### config.mk
export PLATFORM = sky130hd
export DESIGN_NAME = uart_tx_sched
export DESIGN_NICKNAME = d
export VERILOG_FILES = /design/src/rtl/uart_pkg.sv /design/src/rtl/uart_tx_sched_rr_arbiter.sv /design/src/rtl/uart_tx_sched.sv
export SDC_FILE = /design/constraint.sdc
export NUM_CORES = 1
export LEC_CHECK = 0
export CORE_ASPECT_RATIO = 1.5
export CORE_UTILIZATION = 35
export DETAILED_ROUTE_END_ITERATION = 8
export GPL_TIMING_DRIVEN = 0
export PLACE_DENSITY = 0.61
export SETUP_SLACK_MARGIN = 0.1
export SLEW_MARGIN = 0
export SYNTH_ARGS = -nofsm -noshare
export SYNTH_HDL_FRONTEND = slang
export SYNTH_HIERARCHICAL = 1
export SYNTH_SLANG_ARGS = --single-unit
### constraint.sdc
create_clock -name clk -period 9.7 [get_ports clk]
set_clock_uncertainty 0.1 [all_clocks]
set_input_delay 1.94 -clock clk [delete_from_list [all_inputs] [get_ports clk]]
set_output_delay 1.94 -clock clk [all_outputs]
set_load 0.005 [all_outputs]
### src/rtl/uart_pkg.sv
// uart_pkg: shared types and constants for the UART transmit scheduler.
//   state_t   - scheduler FSM encoding (2 bits)
//   N_REQ_DEF - default number of byte producers
//   clog2()   - ceiling log2, usable in parameter defaults
package uart_pkg;

  typedef enum logic [1:0] {
    IDLE      = 2'd0,
    START     = 2'd1,
    WAIT_BUSY = 2'd2,
    WAIT_DONE = 2'd3
  } state_t;

  localparam int unsigned N_REQ_DEF = 4;

  // Smallest r with 2**r >= v (0 for v <= 1).
  function automatic int unsigned clog2(input int unsigned v);
    int unsigned r;
    int unsigned x;
    r = 0;
    x = 1;
    while (x < v) begin
      x = x << 1;
      r = r + 1;
    end
    return r;
  endfunction

endpackage

### src/rtl/uart_tx_sched_rr_arbiter.sv
// rr_arbiter: combinational round-robin pick among the requesters.
//   req   - pending-byte levels
//   ptr   - last served index; the search starts at ptr+1
//   lock  - a message is in progress; only owner may win
//   owner - current message owner
//   grant - one-hot winner (all zero when nothing is eligible)
//   idx   - binary index of the winner
module rr_arbiter
  import uart_pkg::*;
#(
  parameter int unsigned N_REQ = N_REQ_DEF,
  parameter int unsigned ID_W  = clog2(N_REQ)
) (
  input  logic [N_REQ-1:0] req,
  input  logic [ID_W-1:0]  ptr,
  input  logic             lock,
  input  logic [ID_W-1:0]  owner,
  output logic [N_REQ-1:0] grant,
  output logic [ID_W-1:0]  idx
);

  logic [N_REQ-1:0] elig;
  logic [ID_W-1:0]  cand;
  logic             found;

  // Walk ptr+1, ptr+2, ... wrapping; the first eligible requester wins.
  always_comb begin
    elig  = lock ? (req & (N_REQ'(1) << owner)) : req;
    grant = '0;
    idx   = '0;
    cand  = '0;
    found = 1'b0;
    for (int unsigned i = 1; i <= N_REQ; i++) begin
      cand = ID_W'((32'(ptr) + i) % N_REQ);
      if (!found && elig[cand]) begin
        found       = 1'b1;
        grant[cand] = 1'b1;
        idx         = cand;
      end
    end
  end

endmodule

### src/rtl/uart_tx_sched.sv
// uart_tx_sched: shares one UART transmitter among N_REQ byte producers.
// Arbitrates round-robin (with per-message lock), latches the winning byte,
// strobes the transmitter, gates the baud generator and detects a transmitter
// that never leaves ready after a start.
//   req/req_data/req_last - producer side; ack pulses when a byte is taken
//   tx_din/tx_start       - to tx.din / tx.tx_out_en
//   tx_ready              - from tx.ready (high = idle)
//   baud_en               - to baud_gen.ena
//   busy/owner            - status; err_timeout pulses on a stall
module uart_tx_sched
  import uart_pkg::*;
#(
  parameter int unsigned N_REQ   = N_REQ_DEF,
  parameter int unsigned ID_W    = clog2(N_REQ),
  parameter int unsigned TIMEOUT = 4095
) (
  input  logic               clk,
  input  logic               rst_n,
  input  logic [N_REQ-1:0]   req,
  input  logic [8*N_REQ-1:0] req_data,
  input  logic [N_REQ-1:0]   req_last,
  output logic [N_REQ-1:0]   ack,
  output logic [7:0]         tx_din,
  output logic               tx_start,
  input  logic               tx_ready,
  output logic               baud_en,
  output logic               busy,
  output logic [ID_W-1:0]    owner,
  output logic               err_timeout
);

  localparam int unsigned CNT_W = clog2(TIMEOUT + 1);

  state_t           state;
  logic [ID_W-1:0]  ptr;
  logic             locked;
  logic [CNT_W-1:0] cnt;
  logic [N_REQ-1:0] grant;
  logic [ID_W-1:0]  idx;

  rr_arbiter #(
    .N_REQ (N_REQ),
    .ID_W  (ID_W)
  ) u_arb (
    .req   (req),
    .ptr   (ptr),
    .lock  (locked),
    .owner (owner),
    .grant (grant),
    .idx   (idx)
  );

  // Scheduler FSM with all outputs registered; pulses default low each cycle.
  always_ff @(posedge clk or negedge rst_n) begin
    if (!rst_n) begin
      state       <= IDLE;
      ack         <= '0;
      tx_din      <= 8'h00;
      tx_start    <= 1'b0;
      baud_en     <= 1'b0;
      busy        <= 1'b0;
      owner       <= '0;
      err_timeout <= 1'b0;
      locked      <= 1'b0;
      ptr         <= ID_W'(N_REQ - 1);
      cnt         <= '0;
    end else begin
      ack         <= '0;
      tx_start    <= 1'b0;
      err_timeout <= 1'b0;
      case (state)
        IDLE: begin
          // An abandoned message releases the lock without granting this cycle.
          if (locked && !req[owner]) begin
            locked <= 1'b0;
          end else if (tx_ready && (grant != '0)) begin
            tx_din  <= req_data[{idx, 3'b000} +: 8];
            owner   <= idx;
            ack     <= grant;
            locked  <= ~req_last[idx];
            busy    <= 1'b1;
            baud_en <= 1'b1;
            state   <= START;
          end
        end
        START: begin
          tx_start <= 1'b1;
          cnt      <= '0;
          state    <= WAIT_BUSY;
        end
        WAIT_BUSY: begin
          if (!tx_ready) begin
            state <= WAIT_DONE;
          end else if (cnt >= CNT_W'(TIMEOUT - 1)) begin
            // Stall: give up on this byte and free the transmitter slot.
            err_timeout <= 1'b1;
            locked      <= 1'b0;
            ptr         <= owner;
            busy        <= 1'b0;
            baud_en     <= 1'b0;
            state       <= IDLE;
          end else begin
            cnt <= cnt + CNT_W'(1);
          end
        end
        WAIT_DONE: begin
          if (tx_ready) begin
            ptr     <= owner;
            busy    <= 1'b0;
            baud_en <= 1'b0;
            state   <= IDLE;
          end
        end
        default: state <= IDLE;
      endcase
    end
  end

endmodule

# After elaboration in Yosys (flattened, before gate mapping)
# Index checks and enable logic that the tools add are counted.
# word_totals
in_bits	43
wordCells	131
out_inout_bits	18
ff_bits	34
# classes
bitwise_logic	6
shift	2
addsub	5
reduce_logical	25
muxes	61
n_eq_ne	11
order_cmp	11
# op_table
cell	n
two-way mux 4 bit	8
indexed part select 32 x 6 -> 8 bit	1
two-way mux 1 bit	24
two-way mux 12 bit	2
two-way mux 2 bit	12
one-hot mux 12 bit (2 select lines)	1
< comparator 2 x 3 -> 1 bit (second input constant)	6
adder 12 x 1 -> 12 bit (second input constant)	1
binary-select mux 1 bit (select 2 bit)	6
greater-or-equal comparator 12 bit (second input constant)	1
inequality test 2 bit (second input constant)	6
OR 4 bit	3
AND reduction 4 bit	3
logical AND 1 bit	9
demux 1 bit (select 2 bit)	4
greater-or-equal comparator 2 x 1 -> 1 bit (second input constant)	4
one-hot mux 2 bit (4 select lines)	1
inequality test 3 bit (second input constant)	2
AND reduction 3 bit	2
AND reduction 6 bit	1
nonzero test 2 bit	3
adder 2 x 1 -> 2 bit (second input constant)	2
adder 2 bit (second input constant)	2
AND 4 bit	1
11 further kinds	16

# Logic depth before layout (Yosys ltp)
# logic_depth
ltp_word	21
depth_mapped	13
mapped_depth_nobuf	10

# Cells and area by module
# The synthesis kept the hierarchy.
# modules_own_cells
mod	instances	cells_each	area_per_inst_um2	seq_area_each_um2
uart_tx_sched	1	159	1881.8	853.3
rr_arbiter	1	70	600.6	0.0

# Worst setup path before layout
# Ideal clock, no wire load.
# synth_path
path_type	input-to-reg
startpoint	in req[3]
endpoint	reg tx_din[4]
path_slack_ns	5.346
required_time_ns	9.472
path_stages	8
t_arrival_ns	4.126
path_cell_list	mux2i_1 > o2111ai_1 > o21bai_4 > a2111oi_4 > a2bb2oi_1 > buf_2 > mux4_2 > mux2_1
# synth_between
word_cells_on_any_way	39
# synth_rtl
item	line	text
start: declaration	uart_tx_sched.sv:19	input logic [N_REQ-1:0] req,
AND 4 bit	uart_tx_sched_rr_arbiter.sv:28	elig = lock ? (req & (N_REQ'(1) << owner)) : req;
two-way mux 4 bit (*)	uart_tx_sched_rr_arbiter.sv:28	
binary-select mux 1 bit (select 2 bit)	uart_tx_sched_rr_arbiter.sv:35	if (!found && elig[cand]) begin
two-way mux 1 bit (implied by the code)	uart_tx_sched_rr_arbiter.sv:35	
two-way mux 1 bit	uart_tx_sched_rr_arbiter.sv:35	
zero test 1 bit	uart_tx_sched_rr_arbiter.sv:35	
logical AND 1 bit	uart_tx_sched_rr_arbiter.sv:35	
two-way mux 1 bit	uart_tx_sched_rr_arbiter.sv:35	
zero test 1 bit	uart_tx_sched_rr_arbiter.sv:35	
logical AND 1 bit	uart_tx_sched_rr_arbiter.sv:35	
two-way mux 1 bit	uart_tx_sched_rr_arbiter.sv:35	
zero test 1 bit	uart_tx_sched_rr_arbiter.sv:35	
logical AND 1 bit	uart_tx_sched_rr_arbiter.sv:35	
two-way mux 2 bit (*)	uart_tx_sched_rr_arbiter.sv:35	
named net idx[0]	uart_tx_sched.sv:39	logic [ID_W-1:0] idx;
indexed part select 32 x 6 -> 8 bit (*)	uart_tx_sched.sv:77	tx_din <= req_data[{idx, 3'b000} +: 8];
end signal: assignment	uart_tx_sched.sv:77	
end: declaration	uart_tx_sched.sv:23	output logic [7:0] tx_din,
# The timed path passes the listed nets; every way through them passes the cells marked *. The select of a mux whose other input is x is not followed.
# A chain may end at the register's enable or synchronous reset.

# Final worst setup path
# layout_path
startpoint	in req[3]
endpoint	reg tx_din[0]
# layout_between
elab_chain_cells	17
word_cells_on_any_way	39
# layout_rtl
item	line	text
AND 4 bit	uart_tx_sched_rr_arbiter.sv:28	
two-way mux 4 bit (*)	uart_tx_sched_rr_arbiter.sv:28	
binary-select mux 1 bit (select 2 bit)	uart_tx_sched_rr_arbiter.sv:35	
two-way mux 1 bit (implied by the code)	uart_tx_sched_rr_arbiter.sv:35	
two-way mux 1 bit	uart_tx_sched_rr_arbiter.sv:35	
zero test 1 bit	uart_tx_sched_rr_arbiter.sv:35	
logical AND 1 bit	uart_tx_sched_rr_arbiter.sv:35	
two-way mux 1 bit	uart_tx_sched_rr_arbiter.sv:35	
(+2 left out)	n/a	
two-way mux 1 bit	uart_tx_sched_rr_arbiter.sv:35	
zero test 1 bit	uart_tx_sched_rr_arbiter.sv:35	
logical AND 1 bit	uart_tx_sched_rr_arbiter.sv:35	
two-way mux 4 bit (*)	uart_tx_sched_rr_arbiter.sv:35	
named net grant[3]	uart_tx_sched.sv:38	logic [N_REQ-1:0] grant;
nonzero test 4 bit (*)	uart_tx_sched.sv:76	end else if (tx_ready && (grant != '0)) begin
logical AND 1 bit (*)	uart_tx_sched.sv:76	
AND reduction 3 bit (no source line) (*)	n/a	
# Marked as above.

==> summary by stage <==
Yosys
The synthesized netlist occupies a cell area of 2482 sq um. The number of synthesized flops with an enable pin is 0. The commonest register cell after synthesis is sky130_fd_sc_hd__dfrtp_1. The cell count after synthesis is 229.

Of the synthesized area, sequential elements account for 0.3438. The netlist uses 65 different library cells. The post-synthesis sequential element count is 34. After synthesis, the mean cell area works out to 10.84 sq um. The net count after synthesis is 281. The share of flip-flops with an asynchronous set or reset is 1.000. The count of synthesis-stage warnings from yosys is 6.

CTS
The total number of H-tree levels is 2. The hold buffer count at CTS is 0. Once the clock tree was built, the setup fixing pass inserted 0 buffers.

The number of clock buffers added by TritonCTS is 5. The longest clock path from root to sink contains 2 buffers. The tree built by TritonCTS fans out to 34 sinks. The buffer cell driving the clock tree root is sky130_fd_sc_hd__clkbuf_8.

Gates resized during post-CTS repair numbered 0. The clock transition at the register clock pins on the worst setup and hold paths after CTS is 70 ps. The clock latency of the later-clocked register in the worst-skew pair is 280 ps. The CTS tree is yes.

Timing
Setup repair after global routing left no endpoint under its margin. The count of final setup violators is 0. The final count of hold timing violations is 0. The number of max-slew violations in the final report is 0. The normalized max-slew margin is 0.5090. The routed design could run at a clock period as short as 5035 ps. Timing would allow up to 198.6 MHz. The share of the clock period used by the worst path after layout is 0.5191. The post-route worst setup slack is 4665 ps. The transition time at the pin with the least slew margin is 736.4 ps. The accumulated negative setup slack is 0 ps.

Run status
The run finished, with violations left. The checks that failed: design-rule violations.

GRT
The number of antenna violations at the first check in global routing is 0. The number of global-route vias before repair is 2047. The maximum number of pins on one net before global-route repair is 35.

The global-route wire length before repair is 10250 um. Across every metal layer, demand over resource in global routing totals 0.1758. The total overflow left after global routing is 0.

Finish
In the final layout, the share of cells above drive strength 1 is 0.1313. The library cells used most frequently in the layout, excluding fill and tap cells, are 59 x sky130_fd_sc_hd__clkdlybuf4s50_1, 32 x sky130_fd_sc_hd__dfrtp_1, 13 x sky130_fd_sc_hd__inv_1, 13 x sky130_fd_sc_hd__mux2_1. The repair_antennas step left the layout with diodes totalling 0. The layout net count is 348. The growth of design area from synthesis to finish is 32.21%. The filler cells instantiated in the layout total 663. For this run, the share of the core covered by cells in the final layout is 0.4790.

Leaving out fill and tap cells, the most frequent cell in the layout is sky130_fd_sc_hd__clkdlybuf4s50_1.

Power
The internal power is 0.5788 mW. The static leakage power is 1.352 nW. Of the total power, registers draw 0.245. The share of power burned in combinational logic is 0.624. IR analysis of the VDD net gives a maximum drop of 0.0001747 V.

The share of total power dissipated in the clock network is 0.130. Of the total power, the share spent switching nets is 0.4033. In this run the power density over the cells is 295.6 nW/um^2. In this run the power spent charging and discharging nets is 0.3913 mW.

Place
The final RePlAce weighted congestion is 0.7881. Detailed placement ended at an HPWL of 4967 um. Input and output buffers added on the ports amount to 60. The worst slack at placement is 4377 ps.

Setup path
The worst-case reg-to-reg path depth is 13. In this design, the stage delay of the slowest critical-path cell is 580 ps. The highest net fanout along the worst path is 10. The critical path is of the input pin to flip-flop type. The worst path buffer plus inverter count is 2. The type of destination of the critical path is a flip-flop. The arrival time of data at the critical path endpoint is 5100 ps. The slowest stage of the critical path is the sky130_fd_sc_hd__clkdlybuf4s50_1 cell. The startpoint class of the critical path is an input pin. In this design, the largest share of critical-path delay is due to simple AND/OR/NAND/NOR gates. The critical path runs through a total of 11 cells. For the worst setup path, the data required time is 9770 ps. The internal reg-to-reg setup slack is 5670 ps.

Walking the worst path, the cells encountered are clkdlybuf4s50_1, mux2i_1, o211a_1, or4_4, a21boi_4, a221o_1, nor4_1, nor3_2, and2_1, buf_4, mux2_1.

Routing
For this run, the detailed router's first-pass iteration total came to 6. The via count is 2164. The first routing iteration left 99 violations. The routed wire length per instance is 17.03 um. The count of nets left with antenna violations after detail routing is 0. After detailed routing, the number of remaining DRC violations is 3. Summed over all layers, the routed wires come to 6387 um.

The detailed-route vias per instance is 5.771.

Floorplanning
The count of boundary I/O pins is 61. The die covers 7440 sq um. The die boundary width is 70.76 um.

The core region area is 6852 sq um. The initial utilization of the core area, before any placement, comes to 0.3623. In this run the vertical extent of the chip is 105.1 um. The count of standard-cell rows is 37.

Worst hold path
The worst min-delay path class is flip-flop to flip-flop. Counting instances, the worst hold path has a depth of 1.

Flow run
Across the run, the number of max-cap violations was 0.
## per-stage QoR
stage	hold WS (ps)	total power [mW]	std cells	instance area, sq um
2_1_floorplan	368.5	0.6600	229	2482
5_1_grt	425.5	1.043	375	3282
4_1_cts	389.3	0.9797	375	3282
6_report	385.3	0.9701	375	3282
3_3_place_gp	368.2	0.8432	367	3181
3_5_place_dp	373.7	0.8499	367	3176
## synth_stat cells (5+ instances only)
master,n,area [sq um]
sky130_fd_sc_hd__nand4_1,6,37.54
sky130_fd_sc_hd__mux4_2,9,202.7
sky130_fd_sc_hd__a21oi_1,6,30.03
sky130_fd_sc_hd__nand2_1,9,33.78
sky130_fd_sc_hd__dfrtp_1,32,800.8
sky130_fd_sc_hd__o31ai_1,8,60.06
sky130_fd_sc_hd__nor2_1,9,33.78
sky130_fd_sc_hd__ha_1,9,112.6
sky130_fd_sc_hd__inv_1,13,48.80
sky130_fd_sc_hd__mux2_1,13,146.4
sky130_fd_sc_hd__buf_2,5,25.02
sky130_fd_sc_hd__and3_1,7,43.79
## cells by family (layout without fill, tap and decap cells)
kind of cell / after synthesis / count (layout) / synth area share
compound gates: 73 / 73 / 0.2455
mux: 25 / 25 / 0.1527
buf+inv: 26 / 94 / 0.05091
simple gates: 62 / 62 / 0.1618
fa+ha+maj: 9 / 9 / 0.04536
flops: 34 / 34 / 0.3438
## state kept, by name, summed over array words and instances (netlist names)
name,cells
ack,4
busy,1
cnt,12
err_timeout,1
locked,1
owner,2
ptr,2
state,2
tx_din,8
tx_start,1
## worst reg2reg max path, stage by stage (launching register included)
cell and delay, ps:
sky130_fd_sc_hd__dfstp_2 640, sky130_fd_sc_hd__buf_6 170, sky130_fd_sc_hd__inv_1 100, sky130_fd_sc_hd__ha_1 290, sky130_fd_sc_hd__buf_1 290, sky130_fd_sc_hd__o2111ai_1 310, sky130_fd_sc_hd__o31a_1 260, sky130_fd_sc_hd__o31ai_1 320
sky130_fd_sc_hd__a221o_1 190, sky130_fd_sc_hd__nor4_1 70, sky130_fd_sc_hd__nor3_2 350, sky130_fd_sc_hd__and2_1 250, sky130_fd_sc_hd__buf_4 220, sky130_fd_sc_hd__mux2_1 340
## metal layers
layer / up-vias / track usage / share of wire
met5: - / 0 / 0
met4: 0 / 0.06429 / 0.017
met3: 8 / 0.02604 / 0.018
met2: 29 / 0.3166 / 0.55
met1: 1078 / 0.2075 / 0.41
li1: 1049 / - / -
## power by group through the flow
stage	Clock [mW]	Sequential, mW	Combinational [mW]
floorplan	0	0.230	0.430
global placement	0	0.241	0.603
detailed placement	0	0.241	0.609
CTS	0.130	0.239	0.611
global route	0.136	0.246	0.660
finish	0.127	0.238	0.606
## cell type report
type / count / area, sq um / area share
Multi-Input combinational cell: 169 / 1503 / 0.4579
Sequential cell: 34 / 853.3 / 0.2600
Timing Repair Buffer: 60 / 595.6 / 0.1815
Tap cell: 78 / 97.59 / 0.02974
Buffer: 13 / 77.57 / 0.02364
Clock buffer: 7 / 76.32 / 0.02326
Inverter: 13 / 48.80 / 0.01487
Clock inverter: 1 / 30.03 / 0.009150
## final timing paths
check,endpoint,start
setup / recovery,tx_din[0]$_DFFE_PN0P_,req[3]
hold / removal,tx_din[2]$_DFFE_PN0P_,tx_din[2]$_DFFE_PN0P_
setup reg to reg,tx_din[0]$_DFFE_PN0P_,ptr[0]$_DFFE_PN1P_
hold reg to reg,tx_din[2]$_DFFE_PN0P_,tx_din[2]$_DFFE_PN0P_
max in group asynchronous,cnt[2]$_DFFE_PN0P_,rst_n
min in group asynchronous,cnt[8]$_DFFE_PN0P_,rst_n
No activity file was read; power rests on OpenSTA's default activity.
